**src/rtl/sseg_display_arbiter.sv**
```systemverilog
// sseg_display_arbiter: round-robin owner of the shared 4-digit display, with a minimum dwell per owner
// and a blanked gap between owners; all outputs registered.
module sseg_display_arbiter #(
    parameter int N_REQ        = 4,
    parameter int DWELL_CYCLES = 100_000_000,
    parameter int BLANK_CYCLES = 1_000_000
) (
    input  logic                  clk,
    input  logic                  rst_n,
    input  logic [N_REQ-1:0]      req,
    input  logic [14*N_REQ-1:0]   req_num,
    input  logic [4*N_REQ-1:0]    req_dig_en,
    input  logic [4*N_REQ-1:0]    req_dp_en,
    output logic [N_REQ-1:0]      gnt,
    output logic [2:0]            owner,
    output logic                  busy,
    output logic                  ovf,
    output logic [13:0]           num,
    output logic [3:0]            dig_en,
    output logic [3:0]            dp_en
);
    localparam int DW = DWELL_CYCLES > 1 ? $clog2(DWELL_CYCLES) : 1;
    localparam int BW = BLANK_CYCLES > 1 ? $clog2(BLANK_CYCLES) : 1;
    typedef enum logic [1:0] {IDLE, SHOW, BLANK} state_t;
    state_t state, state_nx;
    logic [2:0] ptr, ptr_nx, owner_nx, pick;
    logic [DW-1:0] dwell_cnt, dwell_nx;
    logic [BW-1:0] blank_cnt, blank_nx;
    logic [2*N_REQ-1:0] rot;
    logic [N_REQ-1:0] own_mask, nx_mask;
    logic [13:0] sel_num;
    logic any_req, own_req, other_req, dwell_last, blank_last;
    // Rotate requests so bit 0 is the requester at ptr; the lowest set bit wins.
    always_comb begin
        rot = {req, req} >> ptr;
        pick = '0;
        for (int k = N_REQ - 1; k >= 0; k--)
            if (rot[k]) pick = 3'((int'(ptr) + k) % N_REQ);
    end
    assign own_mask   = {{(N_REQ-1){1'b0}}, 1'b1} << owner;
    assign nx_mask    = {{(N_REQ-1){1'b0}}, 1'b1} << owner_nx;
    assign any_req    = |req;
    assign own_req    = |(req & own_mask);
    assign other_req  = |(req & ~own_mask);
    assign dwell_last = dwell_cnt == DW'(DWELL_CYCLES - 1);
    assign blank_last = blank_cnt == BW'(BLANK_CYCLES - 1);
    assign sel_num    = 14'(req_num >> (14 * owner_nx));
    always_comb begin
        state_nx = state;
        ptr_nx   = ptr;
        owner_nx = owner;
        dwell_nx = dwell_cnt;
        blank_nx = blank_cnt;
        case (state)
            IDLE: if (any_req) begin
                state_nx = SHOW;
                owner_nx = pick;
                dwell_nx = '0;
            end
            SHOW: if (!own_req || (dwell_last && other_req)) begin
                state_nx = BLANK;
                blank_nx = '0;
                ptr_nx   = (owner == 3'(N_REQ - 1)) ? 3'd0 : owner + 3'd1;
            end else begin
                dwell_nx = dwell_last ? '0 : dwell_cnt + 1'b1;
            end
            BLANK: if (blank_last) begin
                state_nx = any_req ? SHOW : IDLE;
                owner_nx = any_req ? pick : owner;
                dwell_nx = '0;
            end else begin
                blank_nx = blank_cnt + 1'b1;
            end
            default: state_nx = IDLE;
        endcase
    end
    always_ff @(posedge clk or negedge rst_n) begin
        if (!rst_n) begin
            state     <= IDLE;
            ptr       <= '0;
            owner     <= '0;
            dwell_cnt <= '0;
            blank_cnt <= '0;
            gnt       <= '0;
            busy      <= 1'b0;
            ovf       <= 1'b0;
            num       <= '0;
            dig_en    <= '0;
            dp_en     <= '0;
        end else begin
            state     <= state_nx;
            ptr       <= ptr_nx;
            owner     <= owner_nx;
            dwell_cnt <= dwell_nx;
            blank_cnt <= blank_nx;
            gnt       <= state_nx == SHOW ? nx_mask : '0;
            busy      <= state_nx != IDLE;
            ovf       <= state_nx == SHOW && sel_num > 14'd9999;
            dig_en    <= state_nx == SHOW ? 4'(req_dig_en >> (4 * owner_nx)) : 4'd0;
            dp_en     <= state_nx == SHOW ? 4'(req_dp_en >> (4 * owner_nx)) : 4'd0;
            if (state_nx == SHOW) num <= sel_num > 14'd9999 ? 14'd9999 : sel_num;
        end
    end
endmodule

```
**config.mk**
```make
export PLATFORM = sky130hd
export DESIGN_NAME = sseg_display_arbiter
export DESIGN_NICKNAME = d
export VERILOG_FILES = /design/src/rtl/sseg_display_arbiter.sv
export SDC_FILE = /design/constraint.sdc
export NUM_CORES = 1
export LEC_CHECK = 0
export ABC_AREA = 0
export CORE_MARGIN = 1
export CORE_UTILIZATION = 45
export DETAILED_ROUTE_END_ITERATION = 10
export PLACE_DENSITY = 0.74
export RECOVER_POWER = 25
export SLEW_MARGIN = 10
export SYNTH_ARGS = -nofsm -noshare
export SYNTH_HDL_FRONTEND = slang
export SYNTH_SLANG_ARGS = --single-unit
```
**constraint.sdc**
```tcl
create_clock -name clk -period 9.26 [get_ports clk]
set_input_delay 0.926 -clock clk [delete_from_list [all_inputs] [get_ports clk]]
set_output_delay 0.926 -clock clk [all_outputs]
set_load 0.05 [all_outputs]
```
== After elaboration in Yosys (flattened, before gate mapping) ==
Cells that the tools add are included.

* Reduce and logical (&&, ||, !) cells: 17
* Order comparisons: 1
* $mul: 1
* Equal/unequal tests: 11
* Shift operators: 6
* Add/sub/neg operators: 6
* Bitwise operators: 6
* Mux-type cells: 25

{| class="wikitable"
|+ Operators by type and width
! operator !! number
|-
| two-way mux 27 bit || 4
|-
| one-hot mux 27 bit (3 select lines) || 1
|-
| >> shifter 56 x 7 -> 14 bit || 1
|-
| two-way mux 20 bit || 2
|-
| one-hot mux 20 bit (2 select lines) || 1
|-
| >> shifter 16 x 5 -> 4 bit || 2
|-
| adder 27 x 1 -> 27 bit (second input constant) || 1
|-
| == test 27 bit (second input constant) || 1
|-
| two-way mux 3 bit || 7
|-
| adder 20 x 1 -> 20 bit (second input constant) || 1
|-
| == test 20 bit (second input constant) || 1
|-
| > comparator 14 bit (second input constant) || 1
|-
| two-way mux 14 bit || 1
|-
| two-way mux 4 bit || 3
|-
| OR reduction 4 bit || 3
|-
| inequality test 2 bit (second input constant) || 5
|-
| bitwise AND 4 bit || 2
|-
| << shifter 1 x 3 -> 4 bit (first input constant) || 2
|-
| >> shifter 8 x 3 -> 4 bit || 1
|-
| multiplier 3 x 3 -> 6 bit (first input constant) || 1
|-
| two-way mux 2 bit || 3
|-
| one-hot mux 2 bit (3 select lines) || 1
|-
| one-hot mux 3 bit (2 select lines) || 1
|-
| OR reduction 2 bit || 3
|-
| 18 further kinds || 24
|}

* Output and inout bits: 31
* Logic and storage cells: 84
* Register bits: 83
* Input port bits: 94

== Logic depth before layout (Yosys ltp) ==
Gate-level depths: netlist of the first run.

* Depth in word-level cells: 14
* Gate-level depth with buffers: 16

== Least setup slack after synthesis of the first run ==
No wires, ideal clock.

* Path type: in2reg
* Start: in req[0]
* End: reg dig_en[2]
* Arrival: 3332 ps
* Buffers on the path: 3
* Library setup time: 119 ps
* Path slack: 5809 ps
* Cell stages on the path: 9
* Required time: 9141 ps
* Path through: nor4_1 > nor4_1 > a21o_1 > buf_6 > mux2i_1 > buf_2 > buf_1 > mux4_2 > and2_1

* Word-level cells in the longest chain between the ends: 10

{| class="wikitable"
|+ RTL lines
! what !! line !! text
|-
| start, declared || 10 || <nowiki>input logic [N_REQ-1:0] req,</nowiki>
|-
| >> shifter 8 x 3 -> 4 bit || 35 || <nowiki>rot = {req, req} >> ptr;</nowiki>
|-
| two-way mux 3 bit (4 in series) || 38 || <nowiki>if (rot[k]) pick = 3'((int'(ptr) + k) % N_REQ);</nowiki>
|-
| two-way mux 3 bit || 55, 69 ||
|-
| two-way mux 3 bit || 67 || <nowiki>BLANK: if (blank_last) begin</nowiki>
|-
| one-hot mux 3 bit (2 select lines) || 54 || <nowiki>case (state)</nowiki>
|-
| >> shifter 16 x 5 -> 4 bit || 99 || <nowiki>dig_en <= state_nx == SHOW ? 4'(req_dig_en >> (4 * owner_nx)) : 4'd0;</nowiki>
|-
| two-way mux 4 bit (*) || 99 ||
|-
| end signal, assigned || 99 ||
|-
| end, declared || 19 || <nowiki>output logic [3:0] dig_en,</nowiki>
|}

Every way passes the cells marked *; elsewhere a longest branch is shown, timed or not.
A chain may end at the register's enable or synchronous reset.

== Final worst setup path of the first run ==
* Start: in req[3]
* End: reg num[3]

* Word-level cells in the longest chain between the ends: 12

{| class="wikitable"
|+ RTL lines
! what !! line !! text
|-
| >> shifter 8 x 3 -> 4 bit || 35 ||
|-
| two-way mux 3 bit (4 in series) || 38 ||
|-
| two-way mux 3 bit || 55, 69 ||
|-
| two-way mux 3 bit || 67 ||
|-
| one-hot mux 3 bit (2 select lines) || 54 ||
|-
| multiplier 3 x 3 -> 6 bit || 47 || <nowiki>assign sel_num = 14'(req_num >> (14 * owner_nx));</nowiki>
|-
| >> shifter 56 x 7 -> 14 bit || 47 ||
|-
| > comparator 14 bit || 101 || <nowiki>if (state_nx == SHOW) num <= sel_num > 14'd9999 ? 14'd9999 : sel_num;</nowiki>
|-
| two-way mux 14 bit || 101 ||
|-
| end signal, assigned || 101 ||
|-
| end, declared || 18 || <nowiki>output logic [13:0] num,</nowiki>
|}

Several ways; a longest one is shown, not always the timed one.

==> results of run 1 <==
==> critical path: cells and delay by family <==
| family | cells | cell delay [ns] |
|---|---|---|
| multiplexers | 1 | 0.94 |
| buffers and inverters | 2 | 1.07 |
| AO/OA/AOI/OAI | 5 | 1.57 |
| AND/OR/NAND/NOR | 2 | 0.62 |
==> layer usage <==
metal | routed length, um | part of all wire, % | up-vias | track usage [%]
met5 | 0 | 0 | - | 0
li1 | - | - | 2175 | -
met3 | 660 | 5.1 | 14 | 4.36
met2 | 6100 | 47 | 145 | 36.8
met4 | 172 | 1.3 | 0 | 4.99
met1 | 5950 | 46 | 2152 | 32.4
==> sequential cells by signal (all words and copies together), names as in the netlist <==
register and cells:
dwell_cnt 27, ptr 3, owner 3, dig_en 4
state 2, ovf 1, busy 1, num 14
dp_en 4, blank_cnt 20, gnt 4
==> worst max-delay path by stage <==
stage                      start         to  cells after the start
after floorplan           req[0]  dig_en[2]                      9
after global placement    req[3]     num[9]                     10
after detailed placement  req[3]     num[3]                     10
after CTS                 req[3]     num[3]                     10
after global routing       rst_n     gnt[2]                      1
final                     req[3]     num[3]                     10
==> Yosys cell counts (6+ instances only) <==
| cell | number | area share (%) |
|---|---|---|
| xor2_1 | 10 | 1.8 |
| o21ai_0 | 47 | 4.7 |
| and2_1 | 11 | 1.4 |
| a22o_1 | 7 | 1.2 |
| xnor2_1 | 13 | 2.3 |
| nand2_1 | 77 | 5.8 |
| clkbuf_1 | 17 | 1.3 |
| ha_1 | 6 | 1.5 |
| nand4_1 | 7 | 0.88 |
| nor3_1 | 12 | 1.2 |
| nor2_1 | 64 | 4.8 |
| or3_1 | 9 | 1.1 |
| a21oi_1 | 18 | 1.8 |
| nand3_1 | 21 | 2.1 |
| o31ai_1 | 7 | 1.1 |
| inv_1 | 15 | 1.1 |
| mux4_2 | 11 | 5.0 |
| mux2i_1 | 10 | 2.0 |
| a31oi_1 | 9 | 1.1 |
| dfrtp_1 | 83 | 42 |
| and3_1 | 17 | 2.1 |
==> layout make-up <==
type	count	area share, %
Clock buffer	11	2.33
Clock inverter	5	1.29
Tap cell	140	2.69
Sequential cell	83	31.9
Inverter	16	1.04
Timing Repair Buffer	127	19.3
Multi-Input combinational cell	422	41.4
==> report_power, final <==
group          internal, W  switching (W)
logic            0.0000537      0.0000408
clock network     0.000168       0.000138
registers         0.000363     0.00000107
==> per-stage QoR <==
stage / worst slack (ns) / instances / util [%] / cell area [um2]
3_5_place_dp: 3.97 / 788 / 57.9 / 6270
4_1_cts: 4.34 / 804 / 60.0 / 6510
5_1_grt: 3.70 / 804 / 60.0 / 6500
2_1_floorplan: 5.81 / 550 / - / 4990
3_3_place_gp: 4.24 / 788 / 57.9 / 6270
6_report: 4.31 / 804 / 60.0 / 6500
==> kinds of logic after synthesis <==
group           Yosys count  share of synthesized area, %
flops                    83                          41.6
compound gates          116                          14.8
fa+ha+maj                 6                          1.50
mux                      24                          7.72
buf+inv                  45                          4.74
xor+xnor                 23                          4.04
simple gates            253                          25.6
==> impl_results.md, run 1 <==
* Failing checks: max-capacitance violations, max-slew violations
* Top FF cell, synth: dfrtp_1
* Gpl congestion at just over 0.9
* Starting Density at roughly 46%
* Critical path's most frequent cell: nor4_1
* Async set-reset flop share out of synthesis at 100%
* Routed via count at around 4500
* Final Cycle Share at 53.5%
* CTS root buf: clkbuf_8
* Minimum setup slack among reg-to-reg paths at around 4.8 ns
* Reg2Reg Depth at 9
* Clock buffer depth at 2
* Mapped Area at 0.00499 mm2
* Fraction of layout cells with a size suffix above 1 at 7.38%
* Most frequent cells in the layout: clkdlybuf4s50_1 (123), dfrtp_1 (83), nand2_1 (77)
* Critical Path Sink Type: flop
* Vias per cell at approximately 5.6
* Setup_tns at 0 ns
* Hold EP: dwell_cnt[26]
* FF-to-FF End: num[3]
* HPWL Detailed at approximately 9400 um
* First-pass GRT wire length at 21100 um
* Status: complete, but fails checks
* CP Cell Sequence: clkdlybuf4s50_1 -> nor4_1 -> nor4_1 -> a21o_1 -> mux2i_4 -> inv_1 -> o211ai_1 -> a21oi_1 -> a21oi_2 -> a31oi_1
* Unrepaired setup endpoints after global routing: no
* Overall routing resource usage at 23.0%
* Slowest stage cell, crit path: mux2i_4
* Worst R2R Start: blank_cnt[11]
* IO buf count at 124
* TritonCTS clock tree: built
* Hold-critical path depth at 1
* Max_slew headroom at -196%
* Area of the multi-input gates at 0.00269 mm2
* Hold Buf Count CTS at 0
* Ports at 125
* Clk_lat worst skew at approximately 0.35 ns
* CP arrival at just over 5 ns
* Min cycle time layout at 4.95 ns
* Yosys reg bits at just over 80
* Die height at 107 um
* Layout Nets at about 760
* Pins Over Slew Limit at 84
* Hold Vio Cnt, Final at 0
* Post-CTS sizing at 0
* Area Overhead vs Synth at 30.3%
* Routed WL at 12900 um
* Routed len/inst at about 16 um
* Total gr overflow at 0
* Setup bufs post-CTS at 0
* HP Class: reg -> reg
* Seq/Total Area, Yosys at 41.6%
* Achievable Freq at 0.202 GHz
* Vias in the first global route at 4351
* Filler cells at just under 1000
* Post-Syn Instances at 550
* Num rows at 38
* Num Clock Sinks at 83
* 1st-iter DRT viols at between 200 and 250
* Crit-path max cell delay at 0.94 ns
* EDFF count, synth at 0
* Drt first pass iters at 5
* Post-synth cell types at 61
* Final hold slack at 0.498 ns
* Die Span X at 107 um
* Antenna violations before repair at 0
* Static Leak at 2.68 nW
* Most common cell after layout, fill and taps aside: clkdlybuf4s50_1
* Core footprint at 0.0108 mm2
* Total die area at 0.0115 mm2
* Htree depth at 3
* Finish-stage setup viols at 0
* Critical Path RT at 9.46 ns
* FF+latch area at 0.00208 mm2
* Final ANT Viol Nets at 0
* Antenna diodes at 0
* P per Cell Area at approximately 120 mW/mm2
* CP Max Fanout at 31
* Worst min-delay path startpoint: dwell_cnt[26]
* Clock-pin slew on the worst setup and hold paths at 0.09 ns
* Largest net degree at the start of global routing at 84
* Final Skew at 0.00904 ns
* Least-Margin Pin Slew at 4.44 ns
* Max-cap violations at 1
* VDD IR max at roughly 0.075 mV
* Total power at 0.000764 W
* CP Launch Type: input pin
* Final routed DRC violation total at 0
* Syn nets at 650
* Number of CTS-inserted buffers at 9
* Mean Syn Cell Area at between 9 and 10 um2
* Crit Path Category: in -> reg
* Synth warn at 0
Power figures use the tool's default switching activity.
==> inputs of run 2 (changes only) <==
--- a/config.mk
+++ b/config.mk
@@ -9,7 +9,7 @@
 export CORE_MARGIN = 1
 export CORE_UTILIZATION = 45
 export DETAILED_ROUTE_END_ITERATION = 10
-export PLACE_DENSITY = 0.74
+export PLACE_DENSITY = 0.77
 export RECOVER_POWER = 25
 export SLEW_MARGIN = 10
 export SYNTH_ARGS = -nofsm -noshare
==> constraint.sdc (replaced) <==
create_clock -name clk -period 4.13 [get_ports clk]
set_input_delay 0.413 -clock clk [delete_from_list [all_inputs] [get_ports clk]]
set_output_delay 0.413 -clock clk [all_outputs]
set_load 0.05 [all_outputs]
==> impl_results.md, run 2 (synthesized netlist as in run 1, its figures left out) <==
* Clock buffer depth at 2 (unchanged)
* Largest regs: dwell_cnt (27), blank_cnt (20), num (14) (unchanged)
* Critical Path RT at 4.33 ns (was 9.46 ns)
* Vias in the first global route at 4413 (was 4351)
* Worst R2R Start: blank_cnt[7] (was blank_cnt[11])
* Area Overhead vs Synth at 30.8% (was 30.3%)
* Layout Nets at 762 (was 759)
* Dpl ws at 0.0252 ns (was 3.97 ns)
* Max reg flops at 27 (unchanged)
* Min cycle time layout at 3.79 ns
* 1st-iter DRT viols at 337 (was 232)
* Starting Density at 46.1% (unchanged)
* TritonCTS clock tree: built (unchanged)
* Crit path max-delay family: compound AO/OA/AOI/OAI gates (unchanged)
* Failing checks: max-capacitance violations, max-slew violations (unchanged)
* CP Max Fanout at 39 (was 31)
* Vias per cell at 5.67 (was 5.58)
* Post-CTS sizing at 0 (unchanged)
* Die Span X at 107 um (unchanged)
* Gpl congestion at 0.882 (was 0.921)
* FF-to-FF End: num[1] (was num[3])
* Total power at 0.00172 W (was 0.000764 W)
* Clock-pin slew on the worst setup and hold paths at 0.09 ns (about the same)
* Most common cell after layout, fill and taps aside: clkdlybuf4s50_1 (unchanged)
* Static Leak at 2.71 nW (was 2.68 nW)
* Filler cells at 913 (was 976)
* Finish-stage setup viols at 0 (unchanged)
* Worst min-delay path startpoint: dwell_cnt[26] (unchanged)
* Final routed DRC violation total at 0 (unchanged)
* CP Buf/Inv Count at 2 (unchanged)
* Total die area at 0.0115 mm2 (unchanged)
* Crit-path max cell delay at 0.57 ns (was 0.94 ns)
* VDD IR max at 0.167 mV (was 0.0745 mV)
* Total gr overflow at 0 (unchanged)
* Slowest stage cell, crit path: nor4_1 (was mux2i_4)
* CP arrival at 3.99 ns (was 5.15 ns)
* Hold Vio Cnt, Final at 0 (unchanged)
* Num rows at 38 (unchanged)
* Area of the multi-input gates at 0.00269 mm2 (unchanged)
* Pins Over Slew Limit at 84 (unchanged)
* Achievable Freq at 0.264 GHz
* Largest net degree at the start of global routing at 84 (unchanged)
* Routed len/inst at 16.6 um (was 16.0 um)
* P per Cell Area at 263 mW/mm2 (was 118 mW/mm2)
* Routed via count at 4573 (was 4486)
* Most frequent cells in the layout: clkdlybuf4s50_1 (123), dfrtp_1 (83), nand2_1 (77) (unchanged)
* Crit Path Category: in -> reg (unchanged)
* Number of CTS-inserted buffers at 9 (unchanged)
* Least-Margin Pin Slew at 2.05 ns (was 4.44 ns)
* Hold Buf Count CTS at 0 (unchanged)
* Setup_tns at 0 ns (unchanged)
* HP Class: reg -> reg (unchanged)
* IO buf count at 124 (unchanged)
* Antenna violations before repair at 0 (unchanged)
* Core footprint at 0.0108 mm2 (unchanged)
* Clk_lat worst skew at 0.35 ns (about the same)
* First-pass GRT wire length at 21900 um (was 21100 um)
* Max-cap violations at 1 (unchanged)
* Overall routing resource usage at 24.1% (was 23.0%)
* Reg with most FFs: dwell_cnt (unchanged)
* Hold EP: dwell_cnt[26] (unchanged)
* Fraction of layout cells with a size suffix above 1 at 7.80% (was 7.38%)
* Reg2Reg Depth at 10 (was 9)
* Drt first pass iters at 5 (unchanged)
* CTS root buf: clkbuf_8 (unchanged)
* Final WS setup at 0.337 ns (was 4.31 ns)
* Critical Path Sink Type: flop (unchanged)
* Num Clock Sinks at 83 (unchanged)
* Max_slew headroom at -36.9% (was -196%)
* CP Launch Type: input pin (unchanged)
* Final Skew at 0.0125 ns (was 0.00904 ns)
* Die height at 107 um (unchanged)
* Status: complete, but fails checks (unchanged)
* Final ANT Viol Nets at 0 (unchanged)
* Final Cycle Share at 91.8%
* Routed WL at 13400 um (was 12900 um)
* CP Cell Sequence: clkdlybuf4s50_1 -> nor4_1 -> nor4_1 -> a21oi_2 -> a211oi_2 -> or2_1 -> inv_8 -> mux2_4 -> o211ai_1 -> nor2_2 -> a21oi_2 -> a31oi_1 (was clkdlybuf4s50_1 -> nor4_1 -> nor4_1 -> a21o_1 -> mux2i_4 -> inv_1 -> o211ai_1 -> a21oi_1 -> a21oi_2 -> a31oi_1)
* Minimum setup slack among reg-to-reg paths at 0.45 ns (was 4.81 ns)
* FF+latch area at 0.00208 mm2 (unchanged)
* Unrepaired setup endpoints after global routing: no (unchanged)
* Ports at 125 (unchanged)
* Antenna diodes at 0 (unchanged)
* Htree depth at 3 (unchanged)
* Setup bufs post-CTS at 0 (unchanged)
* Hold-critical path depth at 1 (unchanged)
* HPWL Detailed at 9890 um (was 9450 um)
==> run 2: worst max-delay path by stage <==
| stage | start | endpoint | slack (ns) | cells after the start |
|---|---|---|---|---|
| global placement | req[0] | num[9] | 0.23 | 12 |
| detailed placement | req[3] | num[1] | 0.03 | 12 |
| floorplan | blank_cnt[11] | dig_en[2] | 0.88 | 9 |
| global route | req[0] | num[1] | 0.07 | 12 |
| finish | req[3] | num[1] | 0.34 | 12 |
| CTS | req[0] | num[1] | 0.38 | 12 |
==> run 2: report_power, final <==
group / switching [W] / leakage, nW / internal [W]
combinational: 0.0000937 / 1.47 / 0.000122
clock: 0.000295 / 0.120 / 0.000392
sequential: 0.00000236 / 1.12 / 0.000813
total: 0.000391 / 2.71 / 0.00133
==> run 2: per-stage QoR <==
stage          hold slack (ns)  std cells  utilization [%]  instance area, um2
6_report                 0.486        807             60.2                6530
5_1_grt                  0.513        807             60.2                6530
4_1_cts                  0.295        807             60.3                6530
3_5_place_dp             0.471        791             58.1                6290
3_3_place_gp             0.465        791             58.1                6290
2_1_floorplan            0.117        550                -                4990
==> run 2: routing by layer <==
layer / GRT usage (%) / routed length [um] / up-vias
li1: - / - / 2178
met5: 0 / 0 / -
met2: 40.4 / 6580 / 154
met1: 31.7 / 5910 / 2222
met4: 5.87 / 201 / 0
met3: 5.51 / 725 / 19
==> run 2: final cells by class <==
cell class	count	share of cell area (%)
Inverter	16	1.03
Timing Repair Buffer	130	19.6
Tap cell	140	2.68
Multi-Input combinational cell	422	41.2
Clock buffer	13	2.59
Sequential cell	83	31.8
Clock inverter	3	1.05
==> run 2: worst reg2reg max path: stages, from the launching register on <==
cell	delay, ns
dfrtp_1	0.42
or4_4	0.57
nor4_4	0.37
a21o_1	0.19
buf_4	0.17
mux2i_4	0.39
inv_1	0.29
o211ai_1	0.34
nor2_2	0.08
a21oi_2	0.52
a31oi_1	0.19
